===== src/rtl/bus_arbiter.sv =====
// Round-robin arbiter that shares one memory bus between instruction fetch (port 0)
// and data access (port 1), with a response timeout so a dead slave cannot hang the core.
module bus_arbiter #(
  parameter int TIMEOUT_CYCLES = 256,
  parameter int CNT_W          = 9
) (
  input  logic        i_clk,
  input  logic        i_reset,
  input  logic        i_req0,
  input  logic        i_req1,
  input  logic [31:0] i_addr0,
  input  logic [31:0] i_addr1,
  input  logic [31:0] i_wdata0,
  input  logic [31:0] i_wdata1,
  input  logic [2:0]  i_bhw0,
  input  logic [2:0]  i_bhw1,
  input  logic        i_wnr0,
  input  logic        i_wnr1,
  output logic        o_done0,
  output logic        o_done1,
  output logic [31:0] o_rdata,
  output logic        o_err,
  output logic [1:0]  o_grant,
  output logic [31:0] o_bus_address,
  output logic [31:0] o_bus_data,
  output logic        o_bus_DV,
  output logic [2:0]  o_bhw,
  output logic        o_write_notread,
  input  logic [31:0] i_bus_data,
  input  logic        i_bus_DV
);

  typedef enum logic [1:0] {IDLE, ISSUE, WAIT, DONE} state_t;

  localparam bit               TO_EN   = (TIMEOUT_CYCLES != 0);
  localparam logic [CNT_W-1:0] TO_LAST = TO_EN ? CNT_W'(TIMEOUT_CYCLES - 1) : '0;

  state_t           state, state_nxt;
  logic             last, last_nxt;
  logic [CNT_W-1:0] cnt, cnt_nxt;
  logic             any_req, pick, timeout_hit;

  logic [1:0]  grant_nxt;
  logic        done0_nxt, done1_nxt, err_nxt, bus_dv_nxt, wnr_nxt;
  logic [31:0] rdata_nxt, addr_nxt, data_nxt;
  logic [2:0]  bhw_nxt;

  // On a tie the port that did not own the bus last time wins.
  assign any_req     = i_req0 | i_req1;
  assign pick        = (i_req0 && i_req1) ? ~last : i_req1;
  assign timeout_hit = TO_EN && (cnt == TO_LAST);

  // NOTE: sequential state uses non-blocking assignments so every register
  // samples the pre-edge values regardless of statement order.
  always_ff @(posedge i_clk) begin
    if (i_reset) begin
      state           <= IDLE;
      last            <= 1'b1;
      cnt             <= '0;
      o_grant         <= 2'b00;
      o_done0         <= 1'b0;
      o_done1         <= 1'b0;
      o_err           <= 1'b0;
      o_bus_DV        <= 1'b0;
      o_rdata         <= '0;
      o_bus_address   <= '0;
      o_bus_data      <= '0;
      o_bhw           <= '0;
      o_write_notread <= 1'b0;
    end else begin
      state           <= state_nxt;
      last            <= last_nxt;
      cnt             <= cnt_nxt;
      o_grant         <= grant_nxt;
      o_done0         <= done0_nxt;
      o_done1         <= done1_nxt;
      o_err           <= err_nxt;
      o_bus_DV        <= bus_dv_nxt;
      o_rdata         <= rdata_nxt;
      o_bus_address   <= addr_nxt;
      o_bus_data      <= data_nxt;
      o_bhw           <= bhw_nxt;
      o_write_notread <= wnr_nxt;
    end
  end

  always_comb begin
    state_nxt = state;
    unique case (state)
      IDLE:    if (any_req) state_nxt = ISSUE;
      ISSUE:   state_nxt = WAIT;
      WAIT:    if (i_bus_DV || timeout_hit) state_nxt = DONE;
      DONE:    state_nxt = IDLE;
      default: state_nxt = IDLE;
    endcase
  end

  // NOTE: every output of this block gets a default first, so no path through
  // the case statement can leave a latch behind.
  always_comb begin
    last_nxt   = last;
    cnt_nxt    = cnt;
    grant_nxt  = o_grant;
    done0_nxt  = 1'b0;
    done1_nxt  = 1'b0;
    err_nxt    = 1'b0;
    bus_dv_nxt = 1'b0;
    rdata_nxt  = o_rdata;
    addr_nxt   = o_bus_address;
    data_nxt   = o_bus_data;
    bhw_nxt    = o_bhw;
    wnr_nxt    = o_write_notread;
    unique case (state)
      IDLE: begin
        if (any_req) begin
          last_nxt   = pick;
          grant_nxt  = pick ? 2'b10 : 2'b01;
          addr_nxt   = pick ? i_addr1  : i_addr0;
          data_nxt   = pick ? i_wdata1 : i_wdata0;
          bhw_nxt    = pick ? i_bhw1   : i_bhw0;
          wnr_nxt    = pick ? i_wnr1   : i_wnr0;
          bus_dv_nxt = 1'b1;
        end
      end
      ISSUE: cnt_nxt = '0;
      WAIT: begin
        cnt_nxt = cnt + 1'b1;
        // A response arriving on the timeout cycle still counts as success.
        if (i_bus_DV || timeout_hit) begin
          rdata_nxt = i_bus_DV ? i_bus_data : 32'h0;
          err_nxt   = ~i_bus_DV;
          done0_nxt = o_grant[0];
          done1_nxt = o_grant[1];
          grant_nxt = 2'b00;
        end
      end
      DONE:    ;
      default: ;
    endcase
  end

endmodule


===== config.mk =====
export PLATFORM = sky130hd
export DESIGN_NAME = bus_arbiter
export DESIGN_NICKNAME = d
export VERILOG_FILES = /design/src/rtl/bus_arbiter.sv
export SDC_FILE = /design/constraint.sdc
export NUM_CORES = 1
export LEC_CHECK = 0
export ABC_AREA = 1
export CORE_AREA = 2 2 113 115
export CTS_CLUSTER_DIAMETER = 120
export DETAILED_ROUTE_END_ITERATION = 8
export DIE_AREA = 0 0 115 117
export GPL_TIMING_DRIVEN = 0
export PLACE_DENSITY = 0.91
export SLEW_MARGIN = 25
export SYNTH_ARGS = -nofsm -noshare
export SYNTH_HDL_FRONTEND = slang
export SYNTH_SLANG_ARGS = --single-unit

===== constraint.sdc =====
create_clock -name i_clk -period 2.8 [get_ports i_clk]
set_input_delay 0.56 -clock i_clk [delete_from_list [all_inputs] [get_ports i_clk]]
set_output_delay 0.56 -clock i_clk [all_outputs]
set_load 0.03 [all_outputs]

==> impl_metrics.toml, run 1 <==
[timing]
period_needed_ns = 2.03
slew_viol_final = 0
fin_ws_ns = 0.770
hold_viol = 0
setup_viol = 0
clock_skew_ns = 0.00787
rsz0062_at_grt = "no"
tns_ns = 0
period_share = 0.725
worst_pin_slew_ns = 0.528
max_slew_margin = 0.648
clock.fmax_ghz = 0.493

[setup_path]
crit_start = "o_bus_address[1]"
startpoint_type = "flop"
r2r-start = "cnt[0]"
cp.arrival_ns = 1.47
cp-endpoint = "o_bus_address[1]"
required_ns = 2.24
cpMaxStageDelayCell = "clkdlybuf4s50_1"
path_cells = "clkdlybuf4s50_1"
worstSetupPathDepth = 1
rr_worst_depth = 7
critPathKind = "reg -> out"
cp_max_fo = 2
crit_family = "buffers and inverters"
r2r_slack_ns = 1.00
crit_path_end_kind = "output pin"
r2r-end = "o_done1"
cpPeakStageDelay_ns = 0.72
crit_buf_inv = 1

[detailed_routing]
first_pass_iters = 7
vias = 5865
ant_nets = 0
drtIter0Drc = 259
drt-total-wl_mm = 17.6
drcViolationCount = 0
avgRoutedWirePerCell_um = 15.1
viasPerCell = 5.05

[clock_tree]
cts_root_buf = "clkbuf_16"
numCtsBuffers = 17
cts_resized = 0
htree_levels = 4
clk_pin_slew_ns = 0.06
cts_tree = "done"
cts_hold_buf = 0
cts_sinks = 118
clk_latency_ns = 0.40
post-cts-setup-buffer-count = 0
cts.path.max_buffers = 2

[synthesis]
synth_compound_area_frac = 0.186
synth_seq_cells = 118
async_flop_share = 0
synth_most_common_cell = "nand2_1"
synth_top_cell_by_area = "dfxtp_1"
synth_top_area_frac = 0.467
yosysSeqAreaShare = 0.467
synth_edf_count = 0
yosys.area_share.simple = 0.264
synthesis.area_um2 = 5060
avgSynthCellArea_um2 = 7.20
synthXorXnorAreaFrac = 0
synth_nets = 881
yosys-top-cells-area = "dfxtp_1 (47%), nand2_1 (12%), a21oi_1 (11%)"
synth_fa_ha_area_frac = 0.0124
synth.top_cells.by_count = "nand2_1 (156), dfxtp_1 (118), a21oi_1 (116), nor2_1 (79), nand3_1 (75)"
ys_types = 21
synth_top_family_by_area = "simple AND/OR/NAND/NOR gates"
synthFlopType = "dfxtp_1"
ys_warn_count = 0
muxShareOfSynthArea = 0
syn-instance-count = 703

[power_and_ir_drop]
powerDensity_nw_per_um2 = 975
ir_worst_vdd_mv = 0.512
power.leakage_nw = 3.37
p_total_mw = 8.41

[floorplanning]
die_area_um2 = 13500
die_w_um = 115
fp-row-count = 41
core-area_um2 = 12300
fp.dieH_um = 117
io_pins = 279
initial_core_util = 0.411

[hold_path]
min_path_cells = 2
min_from = "o_rdata[15]"
hold_class = "reg -> reg"

[cells_and_area]
layout-drive-gt1-share = 0.0712
stdcell_area_um2 = 8620
area_delta_synth_final_pct = 70.3
antenna_cells = 0
nets = 1176

[grt]
grt_pass1_vias = 5560
antenna_found_initial = 0
grt_max_degree = 17
overflow = 0
grt.total_usage = 0.255
grt_pass1_wl_mm = 26.8

[placed_design]
post-dp-hpwl_mm = 13.0
place_ws_ns = 0.523
port_buffers = 276
gp_congestion = 0.847
placed_area_um2 = 8010

[flow_run]
cap_viol_max_count = 0

[status]
run_status = "complete, no violations"
cells by family (layout without fill, tap and decap cells):
family                   Yosys count  in the layout
buffers and inverters             72            380
flip-flops                       118            118
AND/OR/NAND/NOR                  321            321
adder cells (fa/ha/maj)            5              5
AO/OA/AOI/OAI                    187            187
per-layer routing:
| metal | track usage | wire (µm) | vias to the layer above |
|---|---|---|---|
| li1 | - | - | 2923 |
| met1 | 0.279 | 6810 | 2671 |
| met2 | 0.454 | 8800 | 237 |
| met3 | 0.0953 | 1530 | 34 |
| met4 | 0.0940 | 426 | 0 |
| met5 | 0 | 0 | - |
report_power, final:
part,internal [mW],switching [mW]
clock network,1.45,0.789
logic,1.55,2.26
registers,2.13,0.233
total,5.12,3.28
flip-flops by register name (all words and copies together), names as in the netlist, 2 cells and up:
| name | flops |
|---|---|
| o_bus_address | 32 |
| o_bus_data | 32 |
| o_rdata | 32 |
| cnt | 9 |
| o_bhw | 3 |
| o_grant | 2 |
| state | 2 |
worst min-delay path by stage:
stage | end | slack [ns]
after floorplan | cnt[7] | 0.44
after global placement | o_rdata[27] | 0.45
after detailed placement | o_rdata[27] | 0.45
after CTS | o_rdata[27] | 0.46
after global routing | o_rdata[12] | 0.47
final | o_rdata[15] | 0.46
layout make-up:
cell class,count,area [µm²]
Multi-Input combinational cell,513,2340
Tap cell,150,188
Timing Repair Buffer,276,2760
Clock inverter,12,153
Buffer,57,304
Fill cell,979,3690
Inverter,15,56.3
Clock buffer,20,457
Sequential cell,118,2360
per-stage QoR:
| stage | util | instances | hold WS [ns] |
|---|---|---|---|
| finish | 0.700 | 1161 | 0.458 |
| global route | 0.700 | 1161 | 0.471 |
| CTS | 0.700 | 1161 | 0.461 |
| detailed placement | 0.651 | 1129 | 0.452 |
| global placement | 0.651 | 1129 | 0.447 |
| floorplan | - | 703 | 0.439 |
layout by cell type (no fill, tap or decap), types with 17 or more instances in the layout:
cell type / instances
clkbuf_1: 22
o21ai_1: 18
dfxtp_1: 118
o21ai_0: 52
nor2_1: 79
a21oi_1: 116
buf_2: 24
clkbuf_16: 17
clkdlybuf4s50_1: 276
nand2_1: 156
nand3_1: 75
Power figures use the tool's default switching activity.
==> run 2, diff against run 1 <==
Settings changed: CORE_AREA 2 2 113 115 to 2 2 117 119, DIE_AREA 0 0 115 117 to 0 0 119 121, PLACE_DENSITY 0.91 to 0.86.
Clock period 2.8 ns to 2.1 ns, I/O delays scaled along.
==> impl_metrics.toml, run 2 (synthesis results as in run 1) <==
[clock_tree]
numCtsBuffers = 17
cts_tree = "done"
clk_latency_ns = 0.41
cts_resized = 0
cts_root_buf = "clkbuf_16"
cts_hold_buf = 0
cts_sinks = 118
post-cts-setup-buffer-count = 0
clk_pin_slew_ns = 0.06
htree_levels = 4
cts.path.max_buffers = 2

[timing]
max_slew_margin = 0.642
hold_viol = 0
period_share = 0.910
worst_pin_slew_ns = 0.536
clock_skew_ns = 0.00913
slew_viol_final = 0
rsz0062_at_grt = "no"
worst_hold_slack_ns = 0.419
period_needed_ns = 1.91
clock.fmax_ghz = 0.523
setup_viol = 0

[grt]
overflow = 0
grt.total_usage = 0.239
antenna_found_initial = 0
grt_max_degree = 17
grt_pass1_vias = 5503
grt_pass1_wl_mm = 27.0

[floorplanning]
fp-row-count = 42
initial_core_util = 0.387
die_w_um = 119
die_area_um2 = 14400
fp.dieH_um = 121
io_pins = 279
core-area_um2 = 13100

[cells_and_area]
layout-drive-gt1-share = 0.0722
stdcell_area_um2 = 8680
nets = 1176
area_delta_synth_final_pct = 71.4
seqCellArea_um2 = 2360
nFillCells = 1081
finalNonFillerCells = 1187
antenna_cells = 0
multi_input_area_um2 = 2340
top_regs = "o_bus_address (32), o_bus_data (32), o_rdata (32)"
final_cell_mix = "clkdlybuf4s50_1 (276), nand2_1 (156), dfxtp_1 (118)"
layout.cells.most_common = "clkdlybuf4s50_1"

[placed_design]
post-dp-hpwl_mm = 12.9
placed_area_um2 = 8040
gp_congestion = 0.850
port_buffers = 276
placedCellCount = 1155

[setup_path]
required_ns = 1.68
cpMaxStageDelayCell = "clkdlybuf4s50_1"
crit_path_end_kind = "output pin"
cp_max_fo = 2
crit_family = "buffers and inverters"
critPathKind = "reg -> out"
cp.arrival_ns = 1.49
startpoint_type = "flop"
path_cells = "clkdlybuf4s50_1"
crit_buf_inv = 1
cpPeakStageDelay_ns = 0.69

[power_and_ir_drop]
powerDensity_nw_per_um2 = 1300
ir_worst_vdd_mv = 0.793
power.leakage_nw = 3.36
p_total_mw = 11.3

[status]
run_status = "complete, no violations"

[hold_path]
hold_class = "in -> reg"

[detailed_routing]
viasPerCell = 4.90
dr_wl_met2_mm = 8.61
drcViolationCount = 0
wl_met1_mm = 6.94
ant_nets = 0
drtIter0Drc = 335
vias = 5818
top_layer_used = "met4"
drt-total-wl_mm = 17.4
wl_met3_mm = 1.34
avgRoutedWirePerCell_um = 14.6
first_pass_iters = 5

[flow_run]
cap_viol_max_count = 0
-- run 2: changes by cell type in the layout (fill, tap and decap cells not counted), sizes merged --
cell / delta
bufinv: +1
clkbuf: -3
clkinv: -2
clkinvlp: +4
-- run 2: layout make-up --
cell class / instances / share of cell area
buffer: 57 / 0.0350
inverter: 15 / 0.00649
tap: 176 / 0.0254
clock inverter: 15 / 0.0238
timing repair buffer: 276 / 0.318
sequential: 118 / 0.272
multi-input combinational: 513 / 0.270
clock buffer: 17 / 0.0490
-- run 2: final timing paths --
kind / from / endpoint / slack [ns] / depth (start not counted)
max: o_bus_data[21] / o_bus_data[21] / 0.19 / 1
max reg2reg: cnt[1] / o_done0 / 0.24 / 7
min reg2reg: o_rdata[11] / o_rdata[11] / 0.46 / 2
min: i_reset / o_err / 0.42 / 3
-- run 2: through the flow --
step	setup WS [ns]	utilization	setup TNS, ns
after floorplan	0.613	-	0
after global placement	-0.0129	0.615	-0.0129
after detailed placement	-0.0754	0.615	-0.394
after CTS	0.161	0.663	0
after global routing	0.0339	0.663	0
final	0.189	0.663	0
-- run 2: worst register-to-register path, cell delays in order, from the launching register on --
cell and delay (ns):
dfxtp_1 0.37, ha_1 0.22, nand3_1 0.09, nor4_1 0.22
ha_1 0.24, o21ai_2 0.12, buf_2 0.21, nor3b_1 0.29
-- run 2: where the power goes --
| group | total [mW] | internal (mW) | switching, mW | leakage, nW |
|---|---|---|---|---|
| Clock | 3.08 | 1.99 | 1.09 | 0.291 |
| Sequential | 3.15 | 2.84 | 0.310 | 0.970 |
| Combinational | 5.07 | 2.06 | 3.01 | 2.10 |
| Total | 11.3 | 6.89 | 4.41 | 3.36 |
-- run 2: metal layers --
metal	global-route usage	vias to the layer above
met4	0.103	0
met3	0.0808	36
met5	0	-
met2	0.413	230
met1	0.268	2615
li1	-	2937
==> run 3, diff against run 2 <==
Settings changed: ABC_AREA 1 to not set, CORE_AREA 2 2 117 119 to 2 2 115 117, DIE_AREA 0 0 119 121 to 0 0 117 119, SKIP_LAST_GASP set to 1.
==> impl_metrics.toml, run 3 <==
[synthesis]
synth_seq_cells = 118
yosys-top-cells-area = "dfxtp_1 (50%), a21oi_1 (15%), o21ai_0 (7.7%)"
synth.top_cells.by_count = "a21oi_1 (144), dfxtp_1 (118), nand2_1 (74), o21ai_0 (73), nor2_1 (39)"
synth_top_cell_by_area = "dfxtp_1"
synthFlopType = "dfxtp_1"
async_flop_share = 0
synth_top_area_frac = 0.496
yosysSeqAreaShare = 0.496
synth_edf_count = 0
ys_warn_count = 0
synth_nets = 759
avgSynthCellArea_um2 = 8.19
syn-instance-count = 581
synthesis.area_um2 = 4760
ys_types = 34
synth_most_common_cell = "a21oi_1"

[grt]
grt.total_usage = 0.249
grt_pass1_wl_mm = 26.9
grt_pass1_vias = 5417
grt_max_degree = 17
antenna_found_initial = 0
overflow = 0

[detailed_routing]
drtIter0Drc = 246
ant_nets = 0
drcViolationCount = 0
vias = 5368
drt-total-wl_mm = 17.2
avgRoutedWirePerCell_um = 16.2
viasPerCell = 5.05
first_pass_iters = 4

[cells_and_area]
stdcell_area_um2 = 8330
nFillCells = 1075
nets = 1053
layout-drive-gt1-share = 0.0777
antenna_cells = 0
layout.cells.most_common = "clkdlybuf4s50_1"
area_delta_synth_final_pct = 74.9
top_regs = "o_bus_address (32), o_bus_data (32), o_rdata (32)"
final_cell_mix = "clkdlybuf4s50_1 (275), a21oi_1 (144), dfxtp_1 (118)"

[setup_path]
path_cells = "clkdlybuf4s50_1"
cp_max_fo = 4
cpMaxStageDelayCell = "clkdlybuf4s50_1"
crit_family = "buffers and inverters"
r2r-end = "o_rdata[18]"
startpoint_type = "flop"
required_ns = 1.68
r2r_slack_ns = 0.25
cp.arrival_ns = 1.49
crit_buf_inv = 1
crit_path_end_kind = "output pin"
r2r-start = "cnt[0]"
worstSetupPathDepth = 1
rr_worst_depth = 8
crit_start = "o_grant[0]"
critPathKind = "reg -> out"
cpPeakStageDelay_ns = 0.71

[clock_tree]
cts_tree = "done"
cts_resized = 0
cts_root_buf = "clkbuf_16"
cts_sinks = 118
cts_hold_buf = 0
htree_levels = 4
cts.path.max_buffers = 2
clk_pin_slew_ns = 0.06
post-cts-setup-buffer-count = 0
clk_latency_ns = 0.42
numCtsBuffers = 17

[placed_design]
post-dp-hpwl_mm = 12.7
port_buffers = 275
gp_congestion = 0.877
placed_area_um2 = 7730

[timing]
period_needed_ns = 1.91
rsz0062_at_grt = "no"
tns_ns = 0
hold_viol = 0
worst_pin_slew_ns = 0.662
max_slew_margin = 0.554
clock.fmax_ghz = 0.523
setup_viol = 0
clock_skew_ns = 0.00660
slew_viol_final = 0
period_share = 0.910

[floorplanning]
core-area_um2 = 12900
io_pins = 279
fp-row-count = 42
die_w_um = 117
initial_core_util = 0.370
die_area_um2 = 13900
fp.dieH_um = 119

[power_and_ir_drop]
ir_worst_vdd_mv = 0.843
powerDensity_nw_per_um2 = 1310
power.leakage_nw = 3.20

[hold_path]
min_path_cells = 3
hold_class = "in -> reg"
min_delay_worst_endpoint = "last"
min_from = "i_req1"

[status]
run_status = "complete, no violations"

[flow_run]
cap_viol_max_count = 0
run 3: area by class of cell:
type	instances	area [µm²]	area share
Tap cell	176	220	0.0265
Inverter	6	22.5	0.00271
Timing Repair Buffer	275	2750	0.331
Clock inverter	13	146	0.0176
Buffer	53	283	0.0340
Clock buffer	19	443	0.0532
Sequential cell	118	2360	0.284
Multi-Input combinational cell	404	2100	0.252
run 3: how the worst max path moves through the flow:
stage,to
final,o_grant[0]
after global placement,o_rdata[22]
after global routing,o_rdata[21]
after floorplan,o_rdata[21]
after CTS,o_rdata[18]
after detailed placement,o_rdata[24]
run 3: power by group:
group | leakage, nW | switching (mW) | total (mW) | internal (mW)
Clock | 0.273 | 1.11 | 2.90 | 1.79
Combinational | 1.96 | 2.92 | 4.86 | 1.94
Sequential | 0.970 | 0.316 | 3.16 | 2.84
run 3: routing by layer:
layer	GRT usage	part of all wire	vias to the layer above
met3	0.0916	0.081	35
met4	0.0949	0.025	0
met5	0	0	-
met2	0.426	0.51	198
met1	0.279	0.39	2509
li1	-	-	2626
run 3: logic make-up after synthesis:
group | share of synthesized area
xor+xnor | 0.00552
compound gates | 0.304
fa+ha+maj | 0.0131
flops | 0.496
buf+inv | 0.0634
simple gates | 0.117
run 3: stage by stage:
stage	cells	hold WS [ns]	worst slack, ns	utilization	total power, mW
5_1_grt	1064	0.421	0.0470	0.647	11.5
6_report	1064	0.343	0.189	0.647	10.9
4_1_cts	1064	0.324	0.0913	0.646	11.0
3_5_place_dp	1032	0.446	0.0476	0.601	8.01
2_1_floorplan	581	0.432	0.470	-	5.96
3_3_place_gp	1032	0.438	0.0968	0.601	7.95
